## config.mk

```make
export PLATFORM = sky130hd
export DESIGN_NAME = prco_encoder
export DESIGN_NICKNAME = d
export VERILOG_FILES = /design/src/rtl/prco_encoder.sv
export SDC_FILE = /design/constraint.sdc
export NUM_CORES = 1
export LEC_CHECK = 0
export CAP_MARGIN = 25
export CORE_ASPECT_RATIO = 1.5
export CORE_MARGIN = 5
export CORE_UTILIZATION = 31
export DETAILED_ROUTE_END_ITERATION = 7
export GPL_ROUTABILITY_DRIVEN = 0
export PLACE_DENSITY = 0.52
export SLEW_MARGIN = 20
export SYNTH_ARGS = -nofsm -noshare
export SYNTH_HDL_FRONTEND = slang
export SYNTH_SLANG_ARGS = --single-unit
```

## constraint.sdc

```tcl
create_clock -name i_clk -period 5.86 [get_ports i_clk]
set_input_delay 0.879 -clock i_clk [delete_from_list [all_inputs] [get_ports i_clk]]
set_output_delay 0.879 -clock i_clk [all_outputs]
set_load 0.05 [all_outputs]
```

## src/rtl/prco_encoder.sv

```systemverilog
// PRCO instruction-word producer: packs decoded fields into 16-bit words, buffers them
// in a small FIFO and streams them to instruction memory at sequential addresses.
module prco_encoder #(
  parameter int          FIFO_DEPTH = 4,
  parameter int          ADDR_W     = 8,
  parameter int unsigned BASE_ADDR  = 0
) (
  input  logic              i_clk,
  input  logic              i_reset,
  input  logic              i_en,
  input  logic              i_flush,
  input  logic              i_valid,
  output logic              q_ready,
  input  logic [4:0]        i_op,
  input  logic [2:0]        i_seld,
  input  logic [2:0]        i_sela,
  input  logic [7:0]        i_imm8,
  input  logic [4:0]        i_simm5,
  output logic              q_mem_we,
  input  logic              i_mem_stall,
  output logic [ADDR_W-1:0] q_mem_addr,
  output logic [15:0]       q_mem_data,
  output logic              q_err,
  output logic [7:0]        q_err_count,
  output logic              q_wrap
);

  localparam int PTR_W = $clog2(FIFO_DEPTH);
  localparam logic [ADDR_W-1:0] BASE = ADDR_W'(BASE_ADDR);

  localparam logic [4:0] OP_NOP  = 5'h00;
  localparam logic [4:0] OP_MOVI = 5'h01;
  localparam logic [4:0] OP_MOV  = 5'h02;
  localparam logic [4:0] OP_ADD  = 5'h03;

  typedef enum logic {S_IDLE, S_WRITE} state_t;

  function automatic logic legal_op(input logic [4:0] op);
    return (op == OP_NOP) || (op == OP_MOVI) || (op == OP_MOV) || (op == OP_ADD);
  endfunction

  function automatic logic [15:0] pack_word(input logic [4:0] op, input logic [2:0] seld,
                                            input logic [2:0] sela, input logic [7:0] imm8,
                                            input logic [4:0] simm5);
    logic [15:0] w;
    w = {op, 11'b0};
    if (op == OP_MOVI)
      w = {op, seld, imm8};
    else if ((op == OP_MOV) || (op == OP_ADD))
      w = {op, seld, sela, simm5};
    return w;
  endfunction

  function automatic logic [7:0] sat_inc8(input logic [7:0] v);
    return (v == 8'hFF) ? v : v + 8'd1;
  endfunction

  logic [15:0]      fifo_mem [FIFO_DEPTH];
  logic [PTR_W:0]   wr_ptr, rd_ptr;
  logic             fifo_empty, fifo_full;
  logic             is_legal, accept, push, pop, wr_done;
  logic [15:0]      packed_word;
  state_t           state;

  // Extra pointer bit distinguishes full from empty when the index bits match.
  assign fifo_empty = (wr_ptr == rd_ptr);
  assign fifo_full  = (wr_ptr[PTR_W] != rd_ptr[PTR_W]) &&
                      (wr_ptr[PTR_W-1:0] == rd_ptr[PTR_W-1:0]);

  assign is_legal    = legal_op(i_op);
  assign packed_word = pack_word(i_op, i_seld, i_sela, i_imm8, i_simm5);
  assign q_ready     = !i_reset && i_en && !i_flush && !fifo_full;
  assign accept      = i_valid && q_ready;
  assign push        = accept && is_legal;
  assign wr_done     = (state == S_WRITE) && i_en && !i_mem_stall;
  assign pop         = !i_flush && i_en && !fifo_empty && ((state == S_IDLE) || wr_done);

  always_ff @(posedge i_clk) begin
    if (push)
      fifo_mem[wr_ptr[PTR_W-1:0]] <= packed_word;
  end

  always_ff @(posedge i_clk or posedge i_reset) begin
    if (i_reset) begin
      wr_ptr      <= '0;
      rd_ptr      <= '0;
      state       <= S_IDLE;
      q_mem_we    <= 1'b0;
      q_mem_data  <= '0;
      q_mem_addr  <= BASE;
      q_err       <= 1'b0;
      q_err_count <= '0;
      q_wrap      <= 1'b0;
    end else begin
      q_err <= accept && !is_legal;
      if (accept && !is_legal)
        q_err_count <= sat_inc8(q_err_count);

      if (i_flush) begin
        wr_ptr     <= '0;
        rd_ptr     <= '0;
        state      <= S_IDLE;
        q_mem_we   <= 1'b0;
        q_mem_addr <= BASE;
        q_wrap     <= 1'b0;
      end else begin
        if (push)
          wr_ptr <= wr_ptr + 1'b1;
        if (pop)
          rd_ptr <= rd_ptr + 1'b1;

        if (wr_done) begin
          q_mem_addr <= q_mem_addr + 1'b1;
          if (&q_mem_addr)
            q_wrap <= 1'b1;
        end

        // A completing write with more data queued chains straight into the next one.
        if (pop) begin
          q_mem_data <= fifo_mem[rd_ptr[PTR_W-1:0]];
          q_mem_we   <= 1'b1;
          state      <= S_WRITE;
        end else if (wr_done) begin
          q_mem_we   <= 1'b0;
          state      <= S_IDLE;
        end
      end
    end
  end

endmodule

```

# [Word level (Yosys, flattened, before mapping)]
# Memories as Yosys holds them, arrays and structs flattened. A register that Yosys moved wholly into a read port is not among the register bits.
# Cells that the tools add are included.
[word_totals] memories=1 ramBits=64 reg_bits=25 elab_cells=71
[memory_table] name="fifo_mem" words=4 width=16 rd=1 rd_ports_with_merged_regs=1 write_ports=1 line="58" text="logic [15:0] fifo_mem [FIFO_DEPTH];"
[op_classes] bitwise=3 reduce_logical=33 n_eq_ne=7 mux=16 n_addsub=4
[op_table] op="$mux W11" count=2
[op_table] op="$add A8 B1 Y8 const B" count=2
[op_table] op="$mux W8" count=2
[op_table] op="$logic_and A1 B1 Y1" count=12
[op_table] op="$mux W3" count=4
[op_table] op="$eq A5 B2 Y1 const B" count=2
[op_table] op="$eq A8 B8 Y1 const B" count=1
[op_table] op="$mux W1" count=8
[op_table] op="$reduce_and A8 Y1" count=1
[op_table] op="$reduce_bool A2 Y1" count=4
[op_table] op="$add A3 B1 Y3 const B" count=2
[op_table] op="$logic_not A1 Y1" count=6
[op_table] op="$reduce_and A2 Y1" count=3
[op_table] op="$eq A5 B1 Y1 const B" count=1
[op_table] op="$logic_not A5 Y1" count=1
[op_table] op="$logic_or A1 B1 Y1" count=5
[op_table] op="$eq A3 B3 Y1" count=1
[op_table] op="$not A1 Y1" count=3
[op_table] op="$reduce_bool A3 Y1" count=1
[op_table] op="$eq A2 B2 Y1" count=1
[op_table] op="$ne A1 B1 Y1" count=1

# [Depth between registers and ports, before layout]
# Gate-level depths: netlist of the first run.
[depth] word_depth=8 mapped_depth=6 mapped_depth_nobuf=5

# [Worst setup path after synthesis of the first run]
# Ideal clock, no wire load.
[synth_path] path_type="input-to-reg" from="input port i_en" to="memory fifo_mem[3][0], enable pin" setup_ps=373 path_buffers=0 cell_stages=3 required_time_ps=5487 slack_ps=2569 t_arrival_ps=2917 path_cell_list="or2b_1 > nor3_1 > and4_1"
[synth_via] elab_chain_cells=7
[synth_lines] element="start, declared" line="10" text="input logic i_en,"
[synth_lines] element="$logic_and A1 B1 Y1 (3 in series)" line="72" text="assign q_ready = !i_reset && i_en && !i_flush && !fifo_full;"
[synth_lines] element="named net q_ready" line="13" text="output logic q_ready,"
[synth_lines] element="$logic_and A1 B1 Y1" line="73" text="assign accept = i_valid && q_ready;"
[synth_lines] element="$logic_and A1 B1 Y1" line="74" text="assign push = accept && is_legal;"
[synth_lines] element="$mux W1" line="79" text="if (push)"
[synth_lines] element="$mux W1 (not written as such)" line="80" text="fifo_mem[wr_ptr[PTR_W-1:0]] <= packed_word;"
[synth_lines] element="end, declared" line="58"
# The timed path passes the listed nets, and every way through them passes these cells.

# [Worst setup path after layout of the first run]
[layout_path] from="input port i_flush" to="output port q_ready"
[layout_via] elab_chain_cells=3
[layout_lines] element="start, declared" line="11" text="input logic i_flush,"
[layout_lines] element="$logic_not A1 Y1" line="72"
[layout_lines] element="$logic_and A1 B1 Y1 (2 in series)" line="72"
[layout_lines] element="end, declared" line="13"
# Every way passes these cells.

==> results of run 1 <==
==> synthesized netlist by cell type (all sizes together), types with 2 or more instances <==
cell    number
xor2        10
ha           7
nand2b       2
buf          6
nor3         7
nor2        21
dfrtp       41
nand3b       2
mux4        16
and4         2
or2b         2
nand3        5
o21ai        5
and2         7
nand2        8
mux2        19
mux2i        3
a21oi        4
a22oi        8
inv          8
nand4        3
o31ai        2
edfxtp      64
xnor2        6
clkbuf       5
or3          3
nor4         3
==> worst max-delay path: stages <==
cell and delay, ps:
sky130_fd_sc_hd__clkdlybuf4s50_1 740, sky130_fd_sc_hd__or2b_1 390, sky130_fd_sc_hd__nor3_1 240, sky130_fd_sc_hd__clkdlybuf4s50_1 850
==> cell type report <==
cell class	count	area, um^2	share of cell area
Tap cell	196	245.2	0.04326
Clock buffer	13	281.5	0.04966
Clock inverter	3	46.29	0.008166
Inverter	8	30.03	0.005297
Sequential cell	105	2948	0.5200
Multi-Input combinational cell	155	1453	0.2562
Timing Repair Buffer	67	665.6	0.1174
==> metal layers <==
metal  track usage  vias to the layer above
met5             0                        -
met3       0.03365                       13
met1        0.1304                     1301
met4       0.03911                        0
li1              -                     1188
met2        0.2094                       54
==> flip-flops by register name, summed over array words and instances, names as in the netlist <==
name / count
fifo_mem: 64
q_err: 1
q_err_count: 8
q_mem_addr: 8
q_mem_data: 16
q_wrap: 1
rd_ptr: 3
state: 1
wr_ptr: 3
==> path summary, 6_finish.rpt <==
kind	start	to	slack (ps)
setup reg to reg	rd_ptr[1]	fifo_mem[3][5]	2940
hold / removal	wr_ptr[2]	wr_ptr[2]	500
setup / recovery	i_flush	q_ready	1870
hold reg to reg	wr_ptr[2]	wr_ptr[2]	500
max in group asynchronous	i_reset	q_mem_data[6]	4440
min in group asynchronous	i_reset	q_err	1040
==> cells by family (layout without fill, tap and decap cells) <==
kind of cell / Yosys count / after routing / share of synthesized area
DFF: 105 / 105 / 0.6552
xor gates and xnor gates: 16 / 16 / 0.03114
AOI/OAI and AO/OA: 22 / 22 / 0.03421
adders and majority gates: 7 / 7 / 0.01947
muxes: 38 / 38 / 0.1485
and+or+nand+nor: 72 / 72 / 0.08954
buffers and inverters: 19 / 91 / 0.02197
==> stage by stage <==
stage / cell area (um^2) / power (mW) / setup slack [ps]
3_5_place_dp: 5341 / 1.322 / 1867
3_3_place_gp: 5341 / 1.320 / 1880
5_1_grt: 5669 / 2.022 / 1764
4_1_cts: 5669 / 1.971 / 1851
6_report: 5669 / 1.944 / 1874
2_1_floorplan: 4499 / 1.162 / 2569
==> report_power, final <==
group          switching (mW)  internal [mW]
clock                   0.261          0.382
combinational           0.254          0.170
sequential             0.0427          0.835
total                   0.557           1.39
==> results, run 1 <==
- The total global routing track utilization is 0.1161.
- The final antenna-violating net count is 0.
- The floorplan step set the die height to 157.6 um.
- The first global-routing pass estimated 14720 um of wire.
- In this run, placement finished with an instance count of 531.
- Yosys attributes the largest share of cell area to sky130_fd_sc_hd__edfxtp_1 43%, sky130_fd_sc_hd__dfrtp_1 23%, sky130_fd_sc_hd__mux4_2 7.0%, sky130_fd_sc_hd__mux2_4 5.0%, sky130_fd_sc_hd__ha_1 1.9%.
- At the end of the flow, the number of nets in the layout was 383.
- The sum of routed wire length over all layers is 9411 um.
- The number of antenna diodes in the final layout is 0.
- The CTS tree is yes.
- The number of distinct standard cells referenced by the synthesized netlist is 45.
- For this run, the leading register cell type out of synthesis is sky130_fd_sc_hd__edfxtp_1.
- The uppermost signal routing layer after detailed routing is met4.
- The post-synthesis async set-or-reset flop share is 0.3905.
- Setup violations remaining at the end of the flow were counted as 0.
- Counting I/O delays and the setup requirement, the final critical path takes 3986 ps.
- Measured against its own limit, the worst slew margin works out to 0.3477.
- The achievable frequency is 250.9 MHz.
- The largest area contributor in the synthesized netlist is sky130_fd_sc_hd__edfxtp_1.
- The detailed route wirelength on metal3 is 485 um.
- When the netlist entered floorplanning its net count stood at 316.
- The length of routed wiring on met1 is 3720 um.
- The number of global-route vias before repair is 2643.
- For this run, the share of the core covered by cells in the final layout is 0.3939.
- The buffer count from post-CTS setup fixing is 0.
- The top fanout value on the critical path is 18.
- The leftover overflow at the end of global routing is 0.
- The max capacitance violation total is 0.
- In the final layout, the share of cells above drive strength 1 is 0.1624.
- The number of CTS-inserted buffers is 9.
- The fraction of the yosys area taken by sequential cells is 0.6552.
- Of the available clock period, the critical path in the final layout requires 0.6802.
- For this design, the CTS-stage hold fixing added 0 buffers.
- The initial antenna violation count is 0.
- The max-slew violation count is 0.
- The largest clock skew in the final design is 9.781 ps.
- CTS placed an instance of sky130_fd_sc_hd__clkbuf_16 at the clock tree root.
- Once detailed placement completed, the half-perimeter wirelength came to 6299 um.
- The path category of the worst min-delay check is reg -> reg.
- At the pin with the least slew margin, the transition time is 978.4 ps.
- Fill cells in the final layout number 1349.
- The worst hold slack after final layout is 501.0 ps.
- Setup repair after global routing left no endpoint under its margin.
- The core region is 14390 um^2.
- The mean post-synth cell area is 16.13 um^2.
- The total power per unit cell area is 342.9 nW/um^2.
- The arrival time at the worst endpoint is 3110 ps.
- The largest buffer count on any clock path is 2.
- Clock-pin slew was measured on the worst setup and hold paths at 60 ps.
- Compared with the post-synthesis result, the final layout area differs by 26.00%.
- For the worst-skew pair, the clock arrives at the later sink with an insertion delay of 340 ps.
- The flow ran to the end, and the final reports show no timing, DRC or antenna violations.
- The final-report hold violation count is 0.
- The worst-case reg-to-reg path depth is 4.
- The final non-filler cell total is 547.
- The worst hold path stage count is 1.
- The quantity of I/O buffers inserted on ports is 65.
- The starting utilization of the core area is 0.3126.
- The synthesized design contains 105 register bits.
- The post-synth design cell area is 4499 um^2.
- The row count is 54.
- The library cell used most frequently in the layout, excluding fill and tap cells, is sky130_fd_sc_hd__clkdlybuf4s50_1.
- For this design the static power due to leakage is 2.078 nW.
- The H-tree was split into 3 levels.
- Counting flops with a built-in enable in the synthesized netlist gives 64.
- Dividing the detail-routed via count by the number of cells gives 4.673.
- The synthesized instance count is 279.
- The total I/O pin count is 66.
- The share of Yosys cell area claimed by the top area cell type is 0.4271.
- Data on the critical path is required at its endpoint by 4980 ps.
- The top cell types in the final layout, fill and taps aside, are 65 x sky130_fd_sc_hd__clkdlybuf4s50_1, 64 x sky130_fd_sc_hd__edfxtp_1, 41 x sky130_fd_sc_hd__dfrtp_1.
- The Yosys warning count is 0.
- The routed wire length on met2 is 5057 um.
- The die covers 17070 um^2.
- For this run, design rule violations remaining after detail routing come to 0.
- The number of cells upsized or downsized after cts is 0.
- The total negative slack for setup checks is 0 ps.
- The nature of the critical path startpoint is a primary input.
- The number of DRC markers in iteration 0 is 108.
- The critical path class is in -> out.
- In the final routed layout, each cell accounts on average for 17.20 um.
- CTS saw 105 sinks.
- The maximum vdd ir drop is 0.1612 mV.
- The floorplan step set the die width to 108.4 um.
- The first detailed-routing pass took 4 iterations.
- STA classifies the critical path endpoint as an output pin.
- The final route contains 2556 vias.
- The largest net degree at the start of global routing is 42.
Note: power is estimated with default switching activity, not from simulation.
==> run 2: changes to the inputs <==
clock period = 3.8 ns   (was 5.86 ns; I/O delays follow)
==> run 2 against run 1 <==
Compared with the run above:
- via count rose by 1.4%
- clock skew fell by 3.0 ps
- worst hold slack improved by 2.3 ps
- routed wire length is 1.4% higher
- setup slack got worse by 1200 ps
- first-iteration DRC count decreased by 15%
- critical path type unchanged
- critical endpoint unchanged
- largest cell class unchanged
- largest power group unchanged
==> results, run 2 (same netlist as run 1, synthesis figures left out) <==
- The top fanout value on the critical path is 6 (was 18).
- The cell area reported after detailed placement is 5401 um^2 (was 5341 um^2).
- The largest clock skew in the final design is 6.809 ps (was 9.781 ps).
- Unrepaired setup endpoints after global routing: no (unchanged).
- The total die area is 17070 um^2 (unchanged).
- The number of diodes added for antenna fixing is 0 (unchanged).
- Dividing the final minimum period by the clock period gives 0.8100.
- Run status: finished clean (unchanged).
- The pin slew with the least headroom to its limit came to 737.7 ps (was 978.4 ps).
- The buffer count from post-CTS setup fixing is 0 (unchanged).
- The path category of the worst min-delay check is reg -> reg (unchanged).
- The number of cells upsized or downsized after cts is 0 (unchanged).
- The tightest slew margin relative to the limit is 0.5052 (was 0.3477).
- The worst setup slack after placement is 746.6 ps (was 1867 ps).
- The max capacitance violation total is 0 (unchanged).
- The count of final setup violators is 0 (unchanged).
- The number of sinks handled by clock tree synthesis was 105 (unchanged).
- The maximum vdd ir drop is 0.3034 mV (was 0.1612 mV).
- The total global routing track utilization came to 0.1170 (was 0.1161).
- The leftover overflow at the end of global routing came to 0 (unchanged).
- The CTS tree is yes (unchanged).
- The average wire length per cell after detail routing is 17.23 um (was 17.20 um).
- The quantity of I/O buffers inserted on ports came to 65 (unchanged).
- The initial antenna violation count is 0 (unchanged).
- The ratio of cells with drive above 1 in the final layout is 0.1788 (was 0.1624).
- The critical path class is in -> out (unchanged).
- The worst-case reg-to-reg path depth is 5 (was 4).
- The number of H-tree levels came to 3 (unchanged).
- The layout net count is 391 (was 383).
- The least setup slack across all paths after layout was 722.0 ps (was 1874 ps).
- The die span in y is 157.6 um (unchanged).
- The largest net degree at the start of global routing is 23 (was 42).
- Top library cells by usage in the layout, fill and taps aside: 65 x sky130_fd_sc_hd__clkdlybuf4s50_1, 64 x sky130_fd_sc_hd__edfxtp_1, 41 x sky130_fd_sc_hd__dfrtp_1 (unchanged).
- The total power per unit cell area is 511.4 nW/um^2 (was 342.9 nW/um^2).
- The worst-skew pair later-pin latency was 340 ps (about the same).
- The sum of routed wire length over all layers is 9545 um (was 9411 um).
- The number of design rule violations left after detail routing came to 0 (unchanged).
- The post-route cell area came to 5687 um^2 (was 5669 um^2).
- The worst path required time is 3230 ps (was 4980 ps).
- The static leakage is 2.101 nW (was 2.078 nW).
- The starting utilization of the core area is 0.3126 (unchanged).
- The number of global-route vias before repair is 2705 (was 2643).
- The category of the worst setup path capture point is an output pin (unchanged).
- The number of detailed-route iterations in the first pass is 4 (unchanged).
- The number of fill cells is 1356 (was 1349).
- The number of CTS-inserted buffers is 9 (unchanged).
- The largest buffer count on any clock path is 2 (unchanged).
- The worst hold path stage count is 1 (unchanged).
- The width of the die is 108.4 um (unchanged).
- The most common cell after layout, fill and taps aside was sky130_fd_sc_hd__clkdlybuf4s50_1 (unchanged).
- The row count came to 54 (unchanged).
- The clock-pin slew reported for the worst setup and hold paths after clock tree synthesis is 60 ps (about the same).
- The total I/O pin count is 66 (unchanged).
- The minimum period implied by the final worst setup slack is 3078 ps.
- The CTS root buffer is sky130_fd_sc_hd__clkbuf_16 (unchanged).
- The area added between synthesis and finish is 26.39% (was 26.00%).
- The post-cts hold buffer count came to 0 (unchanged).
- The via density per instance came to 4.679 (was 4.673).
- The nature of the critical path startpoint is a primary input (unchanged).
- The number of DRC markers in iteration 0 is 92 (was 108).
- The total negative slack for setup checks was 0 ps (unchanged).
- The final-report hold violation count was 0 (unchanged).
- Based on the critical path, the design can be clocked at up to 324.9 MHz.
- The area of the core was 14390 um^2 (unchanged).
- The final antenna-violating net count is 0 (unchanged).
- The total half-perimeter wirelength after legalization and detailed placement came to 6423 um (was 6299 um).
- The global-route wire length before repair is 14910 um (was 14720 um).
- The max-slew violation count came to 0 (unchanged).
- The flip-flop count of the largest register, all copies and words added is 64 (unchanged).
- The via count is 2592 (was 2556).
- The arrival time at the worst endpoint is 2510 ps (was 3110 ps).
## run 2: cell types whose count changed in the layout (fill, tap and decap cells not counted), sizes merged
| cell | before | now |
|---|---|---|
| buf | 2 | 10 |
| clkinv | 2 | 5 |
| clkbuf | 13 | 9 |
## run 2: metal layers
layer | global-route usage | routed length (um) | vias up
li1 | - | - | 1205
met3 | 0.02462 | 395 | 11
met4 | 0.05054 | 178 | 0
met5 | 0 | 0 | -
met1 | 0.1376 | 4021 | 1328
met2 | 0.2052 | 4950 | 48
## run 2: per-stage QoR
| step | power (mW) | util | hold slack, ps | cells |
|---|---|---|---|---|
| floorplan | 1.792 | - | 470.9 | 279 |
| global placement | 2.035 | 0.3753 | 485.0 | 539 |
| detailed placement | 2.040 | 0.3753 | 495.6 | 539 |
| CTS | 2.946 | 0.3951 | 507.4 | 554 |
| global route | 3.017 | 0.3951 | 532.8 | 554 |
| finish | 2.908 | 0.3951 | 503.3 | 554 |
## run 2: final cells by class
class / instances / area [um^2] / share of cell area
well taps: 196 / 245.2 / 0.04312
repair buffers: 75 / 725.7 / 0.1276
flip-flops and latches: 105 / 2948 / 0.5184
clock buffers: 9 / 225.2 / 0.03960
clock inverters: 6 / 60.06 / 0.01056
multi-input cells: 155 / 1453 / 0.2554
inverters: 8 / 30.03 / 0.005281
## run 2: power breakdown
| part | internal, mW | total [mW] | switching (mW) |
|---|---|---|---|
| Combinational | 0.265 | 0.658 | 0.393 |
| Clock | 0.504 | 0.898 | 0.394 |
| Sequential | 1.29 | 1.35 | 0.0655 |
## run 2: path summary, 6_finish.rpt
| kind | end | startpoint | slack (ps) |
|---|---|---|---|
| worst max register to register | rd_ptr[2] | rd_ptr[0] | 1600 |
| worst max-delay path | q_ready | i_en | 720 |
| worst min-delay path | wr_ptr[2] | wr_ptr[2] | 500 |
| worst min register to register | wr_ptr[2] | wr_ptr[2] | 500 |
| min in group asynchronous | state | i_reset | 640 |
| max in group asynchronous | q_err_count[0] | i_reset | 2430 |
## run 2: critical path, cell delays in order
cell and delay (ps):
sky130_fd_sc_hd__clkdlybuf4s50_1 560, sky130_fd_sc_hd__or2b_1 260, sky130_fd_sc_hd__nor3_1 260, sky130_fd_sc_hd__clkdlybuf4s50_1 860
